==> config.mk <==
export PLATFORM = sky130hd
export DESIGN_NAME = mem_access
export DESIGN_NICKNAME = d
export VERILOG_FILES = /design/src/rtl/mem_access_pkg.sv /design/src/rtl/mem_access_load_ext.sv /design/src/rtl/mem_access.sv
export SDC_FILE = /design/constraint.sdc
export NUM_CORES = 1
export LEC_CHECK = 0
export ABC_AREA = 1
export BUFFER_PORTS_ARGS = -buffer_cell sky130_fd_sc_hd__buf_4
export CORE_MARGIN = 1
export CORE_UTILIZATION = 40
export CTS_CLUSTER_DIAMETER = 100
export DETAILED_ROUTE_END_ITERATION = 16
export PLACE_DENSITY_LB_ADDON = 0.3
export SLEW_MARGIN = 20
export SYNTH_ARGS = -nofsm -noshare
export SYNTH_HDL_FRONTEND = slang
export SYNTH_SLANG_ARGS = --single-unit
==> constraint.sdc <==
create_clock -name i_clk -period 5.9 [get_ports i_clk]
set_clock_uncertainty 0.05 [all_clocks]
set_input_delay 1.475 -clock i_clk [delete_from_list [all_inputs] [get_ports i_clk]]
set_output_delay 1.475 -clock i_clk [all_outputs]
set_load 0.005 [all_outputs]
==> src/rtl/mem_access_pkg.sv <==
// mem_access_pkg
// Shared widths, op codes, FSM state encoding and op-decode helpers for the
// memory-access stage and its load-extension helper.
package mem_access_pkg;

    localparam int AddrLen     = 32;
    localparam int RegLen      = 32;
    localparam int RegAddrLen  = 5;
    localparam int OpLen       = 6;
    localparam int RamDataLen  = 8;
    localparam int MemStateLen = 2;

    localparam logic [OpLen-1:0] OpNop = 6'h00;
    localparam logic [OpLen-1:0] OpAdd = 6'h01;
    localparam logic [OpLen-1:0] OpSub = 6'h02;
    localparam logic [OpLen-1:0] OpLb  = 6'h10;
    localparam logic [OpLen-1:0] OpLh  = 6'h11;
    localparam logic [OpLen-1:0] OpLw  = 6'h12;
    localparam logic [OpLen-1:0] OpLbu = 6'h13;
    localparam logic [OpLen-1:0] OpLhu = 6'h14;
    localparam logic [OpLen-1:0] OpSb  = 6'h18;
    localparam logic [OpLen-1:0] OpSh  = 6'h19;
    localparam logic [OpLen-1:0] OpSw  = 6'h1A;

    typedef enum logic [MemStateLen-1:0] {
        MemIdle  = 2'd0,
        MemLoad  = 2'd1,
        MemStore = 2'd2
    } mem_state_e;

    function automatic logic is_load(input logic [OpLen-1:0] op);
        return (op == OpLb) || (op == OpLh) || (op == OpLw) ||
               (op == OpLbu) || (op == OpLhu);
    endfunction

    function automatic logic is_store(input logic [OpLen-1:0] op);
        return (op == OpSb) || (op == OpSh) || (op == OpSw);
    endfunction

    // Transfer size in bytes; 0 for anything that does not touch memory.
    function automatic logic [2:0] op_size(input logic [OpLen-1:0] op);
        logic [2:0] n;
        n = 3'd0;
        if ((op == OpLb) || (op == OpLbu) || (op == OpSb)) n = 3'd1;
        if ((op == OpLh) || (op == OpLhu) || (op == OpSh)) n = 3'd2;
        if ((op == OpLw) || (op == OpSw))                  n = 3'd4;
        return n;
    endfunction

endpackage

==> src/rtl/mem_access_load_ext.sv <==
// load_ext
// Combinational sign/zero extension of an assembled little-endian load word.
// Ports:
//   i_op    : load op code (LB/LH/LBU/LHU extend, anything else passes through)
//   i_bytes : four assembled bytes, byte 0 in bits [7:0]
//   o_word  : extended result
module load_ext
    import mem_access_pkg::*;
(
    input  logic [OpLen-1:0]  i_op,
    input  logic [RegLen-1:0] i_bytes,
    output logic [RegLen-1:0] o_word
);

    always_comb begin
        o_word = i_bytes;
        case (i_op)
            OpLb:    o_word = {{24{i_bytes[7]}}, i_bytes[7:0]};
            OpLh:    o_word = {{16{i_bytes[15]}}, i_bytes[15:0]};
            OpLbu:   o_word = {24'd0, i_bytes[7:0]};
            OpLhu:   o_word = {16'd0, i_bytes[15:0]};
            default: o_word = i_bytes;
        endcase
    end

endmodule

==> src/rtl/mem_access.sv <==
// mem_access
// Memory-access pipeline stage: performs byte-serial loads/stores over a
// byte-wide RAM port, passes non-memory results to writeback, and stalls the
// upstream stages while a transfer is in flight.
// Ports:
//   i_clk, i_rst (async, active-low), i_rdy (global freeze when low)
//   i_in_valid, i_op, i_mem_addr, i_rd_data, i_rd_addr : EX->MEM inputs
//   o_ram_a, o_ram_dout, o_ram_wr, i_ram_din           : RAM port
//   o_rd_data, o_rd_addr, o_wb_valid                    : MEM->WB outputs
//   o_mem_stall                                         : upstream hold
//
// state    | meaning
// MemIdle  | waiting for an instruction; non-memory ops retire from here
// MemLoad  | issuing byte reads and capturing returned bytes
// MemStore | writing one byte per ready cycle
module mem_access
    import mem_access_pkg::*;
(
    input  logic                  i_clk,
    input  logic                  i_rst,
    input  logic                  i_rdy,
    input  logic                  i_in_valid,
    input  logic [OpLen-1:0]      i_op,
    input  logic [AddrLen-1:0]    i_mem_addr,
    input  logic [RegLen-1:0]     i_rd_data,
    input  logic [RegAddrLen-1:0] i_rd_addr,
    output logic [AddrLen-1:0]    o_ram_a,
    output logic [RamDataLen-1:0] o_ram_dout,
    output logic                  o_ram_wr,
    input  logic [RamDataLen-1:0] i_ram_din,
    output logic [RegLen-1:0]     o_rd_data,
    output logic [RegAddrLen-1:0] o_rd_addr,
    output logic                  o_wb_valid,
    output logic                  o_mem_stall
);

    mem_state_e            r_state;
    logic [OpLen-1:0]      r_op;
    logic [AddrLen-1:0]    r_addr;
    logic [RegLen-1:0]     r_data;
    logic [RegAddrLen-1:0] r_rd;
    logic [2:0]            r_issue_idx;   // also the byte index for stores
    logic [2:0]            r_cap_idx;
    logic                  r_pending;
    logic [RegLen-1:0]     r_load_word;
    logic                  r_wb_valid;
    logic [RegLen-1:0]     r_rd_data;
    logic [RegAddrLen-1:0] r_rd_addr;

    logic [2:0]            w_size;
    logic                  w_in_is_mem;
    logic                  w_issue_fire;
    logic [2:0]            w_off;
    logic [RegLen-1:0]     w_load_next;
    logic [RegLen-1:0]     w_load_ext;

    assign w_size       = op_size(r_op);
    assign w_in_is_mem  = is_load(i_op) | is_store(i_op);
    assign w_issue_fire = (r_state == MemLoad) && i_rdy && (r_issue_idx < w_size);

    // While frozen, the read address falls back to the oldest uncaptured byte
    // (issue = capture + pending). The pending bit is held, so when rdy returns
    // the data on i_ram_din is that byte re-read, and nothing is lost or doubled.
    assign w_off = w_issue_fire ? r_issue_idx : r_cap_idx;

    always_comb begin
        w_load_next = r_load_word;
        if (r_pending)
            w_load_next[{r_cap_idx[1:0], 3'b000} +: RamDataLen] = i_ram_din;
    end

    load_ext u_load_ext (
        .i_op    (r_op),
        .i_bytes (w_load_next),
        .o_word  (w_load_ext)
    );

    always_comb begin
        o_ram_a    = '0;
        o_ram_dout = '0;
        o_ram_wr   = 1'b0;
        case (r_state)
            MemLoad: o_ram_a = r_addr + AddrLen'(w_off);
            MemStore: begin
                o_ram_a    = r_addr + AddrLen'(r_issue_idx);
                o_ram_dout = r_data[{r_issue_idx[1:0], 3'b000} +: RamDataLen];
                o_ram_wr   = i_rdy;
            end
            default: ;
        endcase
    end

    // Gated by reset so every output reads 0 while reset is held.
    assign o_mem_stall = i_rst & ((r_state != MemIdle) | (i_in_valid & w_in_is_mem));
    assign o_wb_valid  = r_wb_valid & i_rdy;
    assign o_rd_data   = r_rd_data;
    assign o_rd_addr   = r_rd_addr;

    always_ff @(posedge i_clk or negedge i_rst) begin
        if (!i_rst) begin
            r_state     <= MemIdle;
            r_op        <= '0;
            r_addr      <= '0;
            r_data      <= '0;
            r_rd        <= '0;
            r_issue_idx <= '0;
            r_cap_idx   <= '0;
            r_pending   <= 1'b0;
            r_load_word <= '0;
            r_wb_valid  <= 1'b0;
            r_rd_data   <= '0;
            r_rd_addr   <= '0;
        end else if (i_rdy) begin
            r_wb_valid <= 1'b0;
            case (r_state)
                MemIdle: begin
                    if (i_in_valid) begin
                        r_op        <= i_op;
                        r_addr      <= i_mem_addr;
                        r_data      <= i_rd_data;
                        r_rd        <= i_rd_addr;
                        r_issue_idx <= '0;
                        r_cap_idx   <= '0;
                        r_pending   <= 1'b0;
                        r_load_word <= '0;
                        if (is_load(i_op)) begin
                            r_state <= MemLoad;
                        end else if (is_store(i_op)) begin
                            r_state <= MemStore;
                        end else begin
                            r_wb_valid <= 1'b1;
                            r_rd_data  <= i_rd_data;
                            r_rd_addr  <= i_rd_addr;
                        end
                    end
                end
                MemLoad: begin
                    r_pending <= w_issue_fire;
                    if (w_issue_fire)
                        r_issue_idx <= r_issue_idx + 3'd1;
                    if (r_pending) begin
                        r_load_word <= w_load_next;
                        r_cap_idx   <= r_cap_idx + 3'd1;
                        if (r_cap_idx == w_size - 3'd1) begin
                            r_state    <= MemIdle;
                            r_wb_valid <= 1'b1;
                            r_rd_data  <= w_load_ext;
                            r_rd_addr  <= r_rd;
                        end
                    end
                end
                MemStore: begin
                    r_issue_idx <= r_issue_idx + 3'd1;
                    if (r_issue_idx == w_size - 3'd1) begin
                        r_state    <= MemIdle;
                        r_wb_valid <= 1'b1;
                        r_rd_data  <= '0;
                        r_rd_addr  <= '0;
                    end
                end
                default: r_state <= MemIdle;
            endcase
        end
    end

endmodule

==> results.py, run 1 <==
metrics = {
    "placement": {
        "hpwl_um": 20700,
        "place_ws_ns": 0.524,
        "io_buffers": 166,
        "place.gp.congestion": 0.912,
    },
    "clock_network": {
        "clkLatencyLatePin_ns": 0.43,
        "cts-root-buf": "clkbuf_16",
        "cts_buffer_depth": 2,
        "cts_tree": "done",
        "cts.sinks": 154,
        "clk_pin_slew_ns": 0.06,
        "numCtsBuffers": 17,
        "cts_hold_buffers": 0,
        "ctsHtreeMaxLevel": 4,
    },
    "setup_path": {
        "slowest_stage": "dfrtp_1",
        "worstPathArrival_ns": 3.97,
        "path_cells": "nor2_1 -> nand3_1 -> inv_1 -> a311oi_2 -> ha_1 -> nand2_1 -> o2111ai_2 -> nand2_2 -> o21ai_0 -> ha_1 -> fa_1 -> nand2_1 -> a21oi_2 -> nand2_1 -> nor2_1 -> nand2_1 -> nor4_1 -> a21oi_1 -> nor2_1 -> buf_4",
        "required_ns": 4.38,
        "critical_path.max_stage_delay_ns": 0.43,
        "path_class": "register to primary output",
        "startpoint_type": "register",
        "crit_top_cell": "nand2_1",
        "critPathMaxFanout": 6,
        "end_kind": "primary output",
    },
    "layout": {
        "diodes": 0,
        "nFillCells": 2120,
        "ff_latch_area_um2": 3850,
        "multi_input_area_um2": 4330,
        "area_growth_pct": 22.8,
        "layout.nets": 1413,
        "drive_above_1_share_pct": 21.0,
    },
    "timing": {
        "setup_tns_ns": 0,
        "finalCritPeriodShare_pct": 93.1,
        "timing.fmax_mhz": 182,
        "tightest_slew_ns": 1.06,
        "rsz0062_at_grt": "false",
        "period_needed_ns": 5.49,
        "worst_slack_ns": 0.408,
        "hold_ws_ns": 0.424,
        "hold_viol_final": 0,
        "relSlewSlack_pct": 29.3,
        "setup_viol": 0,
        "drv_slew": 0,
    },
    "hold_path": {
        "hold_class": "register to register",
    },
    "global_route": {
        "grt_pass1_wl_um": 42900,
        "grt_max_degree": 75,
        "groute.usage.overall_pct": 24.8,
        "antenna_found_initial": 0,
        "grt_pass1_vias": 7781,
        "overflow": 0,
    },
    "logic_synthesis": {
        "synth.avg_cell_area_um2": 7.64,
        "seq_area_frac_synth_pct": 43.3,
        "synth.most_common_cell": "nand2_1",
        "synth_top_area_share_pct": 43.3,
        "synth-seq-cells": 154,
        "synth_fp_nets": 1271,
        "syn-instance-count": 1165,
        "synth-edff-count": 0,
        "synth_cell_types": 36,
        "ys.flop_type": "dfrtp_1",
        "ys.warnings.count": 0,
        "synth_area_um2": 8900,
        "yosysTopAreaCell": "dfrtp_1",
        "synthArstFlopShare_pct": 100,
        "synthTopCellsByCount": "291 x nand2_1, 154 x dfrtp_1, 137 x nor2_1, 118 x inv_1, 82 x o21ai_0",
        "synth_top_cells_by_area": "dfrtp_1 43%, nand2_1 12%, nor2_1 5.8%",
    },
    "route": {
        "wirelength_um": 27500,
        "drt_first_pass_iters": 6,
        "drcViolationCount": 0,
        "vias": 8527,
        "wire_per_inst_um": 17.2,
        "vias_per_cell": 5.33,
        "antenna_left": 0,
        "drtIter0Drc": 805,
    },
    "floorplan": {
        "ios": 167,
        "design.die.area_um2": 22900,
        "initial_utilization_pct": 40.8,
        "core-area_um2": 21800,
        "core.rowCount": 54,
        "die_y_um": 151,
        "die-width_um": 151,
    },
    "job": {
        "cap_violations": 0,
    },
    "pwr": {
        "p_leak_nw": 5.56,
        "ir_drop_uv": 192,
        "power_density_nw_per_um2": 454,
    },
    "run_status": {
        "status": "finished clean",
    },
}
==> layout by cell type, fill, tap and decap left out, types with 4 or more instances in the layout <==
cell type | netlist | layout
a22oi_1 | 5 | 5
o22ai_1 | 37 | 37
buf_4 | 4 | 176
nor3_1 | 17 | 17
inv_1 | 118 | 118
mux2_2 | 43 | 43
inv_6 | 0 | 4
nor2_1 | 137 | 134
dfrtp_1 | 154 | 154
clkbuf_16 | 0 | 17
nand3_1 | 61 | 60
a21oi_1 | 48 | 47
ha_1 | 18 | 18
nand2_1 | 291 | 290
nand4_1 | 48 | 48
inv_2 | 5 | 5
o21ai_0 | 82 | 81
nor2_2 | 4 | 7
xor2_1 | 10 | 10
nor4_1 | 6 | 6
a31oi_1 | 6 | 6
==> report_power, final <==
group	internal, mW	switching [mW]
combinational	0.900	1.21
clock	0.610	0.501
sequential	1.43	0.308
total	2.94	2.02
==> critical path: cells and delay by family, from the launching register on <==
family | cells | cell delay, ns
AO/OA/AOI/OAI | 5 | 0.73
flip-flops | 1 | 0.43
adder cells (fa/ha/maj) | 3 | 0.76
AND/OR/NAND/NOR | 10 | 1.38
buffers and inverters | 2 | 0.25
==> metrics by stage <==
step / utilization, % / instances / total power [mW] / area, um^2
5_1_grt: 50.1 / 1600 / 5.32 / 10900
3_5_place_dp: 47.2 / 1566 / 3.84 / 10300
6_report: 50.1 / 1600 / 4.96 / 10900
2_1_floorplan: - / 1165 / 2.98 / 8900
4_1_cts: 49.9 / 1598 / 4.95 / 10900
3_3_place_gp: 47.2 / 1566 / 3.81 / 10300
==> kinds of logic (layout without fill, tap and decap cells) <==
logic type | after synthesis | after routing | synth area share [%]
AND/OR/NAND/NOR | 569 | 569 | 27.1
adder cells (fa/ha/maj) | 19 | 19 | 2.75
multiplexers | 43 | 43 | 5.44
buffers and inverters | 180 | 335 | 8.49
AO/OA/AOI/OAI | 187 | 187 | 11.7
flip-flops | 154 | 154 | 43.3
XOR/XNOR | 13 | 13 | 1.28
==> flip-flops by register name, indices dropped and copies added (netlist names) <==
| register | cells |
|---|---|
| r_data | 32 |
| r_issue_idx | 3 |
| r_op | 6 |
| r_pending | 1 |
| r_cap_idx | 3 |
| r_wb_valid | 1 |
| r_state | 2 |
| r_addr | 32 |
| o_rd_addr | 5 |
| r_rd | 5 |
| r_load_word | 32 |
| o_rd_data | 32 |
==> worst paths after layout <==
path | start | endpoint | slack (ns) | depth (start not counted)
max reg2reg | r_op[0]$_DFFE_PN0P_ | o_rd_data[22]$_DFFE_PN0P_ | 2.39 | 12
min in group asynchronous | i_rst | r_data[19]$_DFFE_PN0P_ | 0.92 | 1
max | r_op[1]$_DFFE_PN0P_ | o_ram_a[18] | 0.41 | 20
max in group asynchronous | i_rst | r_op[1]$_DFFE_PN0P_ | 3.04 | 3
min | o_rd_addr[1]$_DFFE_PN0P_ | o_rd_addr[1]$_DFFE_PN0P_ | 0.42 | 2
min reg2reg | o_rd_addr[1]$_DFFE_PN0P_ | o_rd_addr[1]$_DFFE_PN0P_ | 0.42 | 2
==> area by class of cell <==
class | count | share of cell area [%]
clock inverter | 14 | 1.40
sequential | 154 | 35.2
timing repair buffer | 177 | 12.2
tap | 280 | 3.20
inverter | 126 | 4.33
multi-input combinational | 831 | 39.6
clock buffer | 18 | 4.02
==> timing repair <==
| action | 4_1_cts | 5_1_grt |
|---|---|---|
| setup buffers | 0 | 2 |
| endpoints found under the hold margin | 0 | 0 |
| gates resized for setup | 0 | 8 |
| setup endpoints to repair | 0 | 19 |
==> per-layer routing <==
metal	share of wire (%)	global-route usage, %	vias up
met1	46	36.6	4039
li1	-	-	4150
met5	0	0	-
met2	45	36.3	302
met4	2.0	7.70	0
met3	7.1	4.88	36
Note: power is estimated with default switching activity, not from simulation.
==> run 2, diff against run 1 <==
ABC_AREA = default   (was 1)
==> results.py, run 2 <==
metrics = {
    "floorplan": {
        "core-area_um2": 20200,
        "die-width_um": 145,
        "design.die.area_um2": 21100,
        "initial_utilization_pct": 40.7,
        "core.rowCount": 52,
        "ios": 167,
        "die_y_um": 145,
    },
    "logic_synthesis": {
        "yosysTopAreaCell": "dfrtp_1",
        "synth_area_um2": 8220,
        "synth_fp_nets": 904,
        "synth.avg_cell_area_um2": 10.3,
        "synth.most_common_cell": "dfrtp_1",
        "synth-seq-cells": 154,
        "seq_area_frac_synth_pct": 46.9,
        "ys.warnings.count": 0,
        "synth_cell_types": 54,
        "syn-instance-count": 798,
        "ys.flop_type": "dfrtp_1",
        "synth_top_cells_by_area": "dfrtp_1 47%, mux2_2 6.9%, o21ai_0 4.8%",
        "synth-edff-count": 0,
        "synthArstFlopShare_pct": 100,
        "synth_top_area_share_pct": 46.9,
        "synthTopCellsByCount": "154 x dfrtp_1, 79 x o21ai_0, 76 x nand2_1, 52 x inv_1, 50 x mux2_2",
    },
    "route": {
        "wire_per_inst_um": 17.9,
        "vias": 6543,
        "drcViolationCount": 0,
        "drt_first_pass_iters": 5,
        "drtIter0Drc": 424,
        "vias_per_cell": 5.29,
        "wirelength_um": 22100,
        "antenna_left": 0,
    },
    "hold_path": {
        "hold_class": "register to register",
    },
    "pwr": {
        "comb_power_share_pct": 4.7,
        "p_leak_nw": 5.18,
        "sequentialPowerShare_pct": 48.6,
        "p_sw_mw": 0.505,
        "p_clk_share_pct": 46.7,
        "netSwitchingFraction_pct": 23.3,
        "power_density_nw_per_um2": 209,
        "p_int_mw": 1.67,
        "ir_drop_uv": 191,
    },
    "clock_network": {
        "cts_buffer_depth": 2,
        "clkLatencyLatePin_ns": 0.42,
        "cts_hold_buffers": 0,
        "cts_tree": "done",
        "numCtsBuffers": 17,
        "clk_pin_slew_ns": 0.06,
        "cts-root-buf": "clkbuf_16",
        "cts.sinks": 154,
        "ctsHtreeMaxLevel": 4,
    },
    "layout": {
        "final_common_cell": "buf_4",
        "diodes": 0,
        "final_cell_mix": "179 x buf_4, 153 x dfrtp_1, 78 x o21ai_0, 75 x nand2_1, 52 x inv_1",
        "area_growth_pct": 26.1,
        "nFillCells": 1847,
        "layout.nets": 1059,
        "final_area_um2": 10400,
        "drive_above_1_share_pct": 30.0,
    },
    "setup_path": {
        "critPathMaxFanout": 6,
        "startpoint_type": "register",
        "path_class": "register to primary output",
        "end_kind": "primary output",
        "worstPathArrival_ns": 4.08,
        "required_ns": 4.38,
    },
    "timing": {
        "relSlewSlack_pct": 34.5,
        "drv_slew": 0,
        "timing.fmax_mhz": 179,
        "setup_viol": 0,
        "setup_tns_ns": 0,
        "hold_viol_final": 0,
        "period_needed_ns": 5.60,
        "tightest_slew_ns": 0.983,
        "finalCritPeriodShare_pct": 94.9,
    },
    "placement": {
        "place.gp.congestion": 0.825,
        "hpwl_um": 16000,
        "placed_area_um2": 9700,
        "io_buffers": 166,
    },
    "run_status": {
        "status": "finished clean",
    },
    "global_route": {
        "overflow": 0,
        "grt_pass1_vias": 6363,
        "groute.usage.overall_pct": 21.5,
        "grt_pass1_wl_um": 35200,
        "grt_max_degree": 80,
        "antenna_found_initial": 0,
    },
    "job": {
        "cap_violations": 0,
    },
}
==> run 2: layer usage <==
metal,share of wire (%),track usage [%],wire length [um],vias up
li1,-,-,-,3121
met1,46,29.3,10100,3168
met2,46,33.3,10200,215
met3,5.2,4.55,1150,39
met4,3.1,9.00,693,0
met5,0,0,0,-
==> run 2: kinds of logic (layout without fill, tap and decap cells) <==
group / count (synthesis) / in the layout / synth area share, %
xor gates and xnor gates: 39 / 39 / 4.16
buffers and inverters: 98 / 266 / 4.90
adders and majority gates: 19 / 19 / 2.98
and+or+nand+nor: 219 / 219 / 14.1
muxes: 88 / 88 / 13.1
AOI/OAI and AO/OA: 181 / 181 / 13.8
DFF: 154 / 154 / 46.9
==> run 2: final cells by class <==
class                   instances  area [um^2]  area share (%)
clock inverters                12         93.8           0.905
multi-input cells             546         4040            39.0
clock buffers                  20          457            4.41
well taps                     270          338            3.26
inverters                      52          195            1.88
repair buffers                182         1390            13.4
flip-flops and latches        154         3850            37.2
==> run 2: final timing paths <==
path,from,endpoint,slack [ns],cells past startpoint
setup / recovery,r_op[3]$_DFFE_PN0P_,o_ram_a[20],0.30,18
hold / removal,r_load_word[7]$_DFFE_PN0P_,r_load_word[7]$_DFFE_PN0P_,0.42,2
setup reg to reg,r_cap_idx[0]$_DFFE_PN0P_,o_rd_data[14]$_DFFE_PN0P_,2.31,9
hold reg to reg,r_load_word[7]$_DFFE_PN0P_,r_load_word[7]$_DFFE_PN0P_,0.42,2
max in group asynchronous,i_rst,r_op[0]$_DFFE_PN0P_,3.91,2
min in group asynchronous,i_rst,r_addr[13]$_DFFE_PN0P_,0.85,1
==> run 2: what timing repair did <==
| item | in CTS | in global routing |
|---|---|---|
| gates cloned | 0 | 1 |
| gates resized for setup | 1 | 14 |
| setup endpoints to repair | 1 | 26 |
| buffers inserted | 0 | 3 |
| pin swaps | 0 | 1 |
==> run 2: power by group through the flow <==
stage,combinational (mW),sequential (mW),clock [mW]
global route,0.112,1.06,1.08
finish,0.102,1.06,1.01
global placement,0.101,1.08,0
floorplan,0.0142,1.08,0
CTS,0.101,1.06,1.04
detailed placement,0.101,1.08,0
==> run 2: stage by stage <==
step                      total power, mW  std cells  utilization, %  hold WS (ns)  setup slack (ns)
after detailed placement             1.18       1199            48.1         0.415             0.353
after floorplan                      1.09        798               -         0.391             0.670
after global routing                 2.25       1236            51.4         0.450          -0.00340
after CTS                            2.20       1231            50.8         0.429            0.0218
final                                2.17       1236            51.4         0.424             0.298
after global placement               1.18       1199            48.1         0.406             0.384
==> run 2: worst max-delay path: stages (launching register included) <==
cell and delay [ns]:
dfrtp_1 0.44, nor2_1 0.11, mux2i_1 0.07, or3_1 0.36, ha_1 0.29, nor2b_1 0.11, o21ai_0 0.07, and4b_2 0.25
nor2_4 0.13, mux2_2 0.37, ha_4 0.31, a21oi_4 0.07, nor4bb_4 0.31, buf_4 0.20, nand2_1 0.09, nor2_2 0.10
xor2_1 0.13, and2_1 0.13, buf_4 0.10
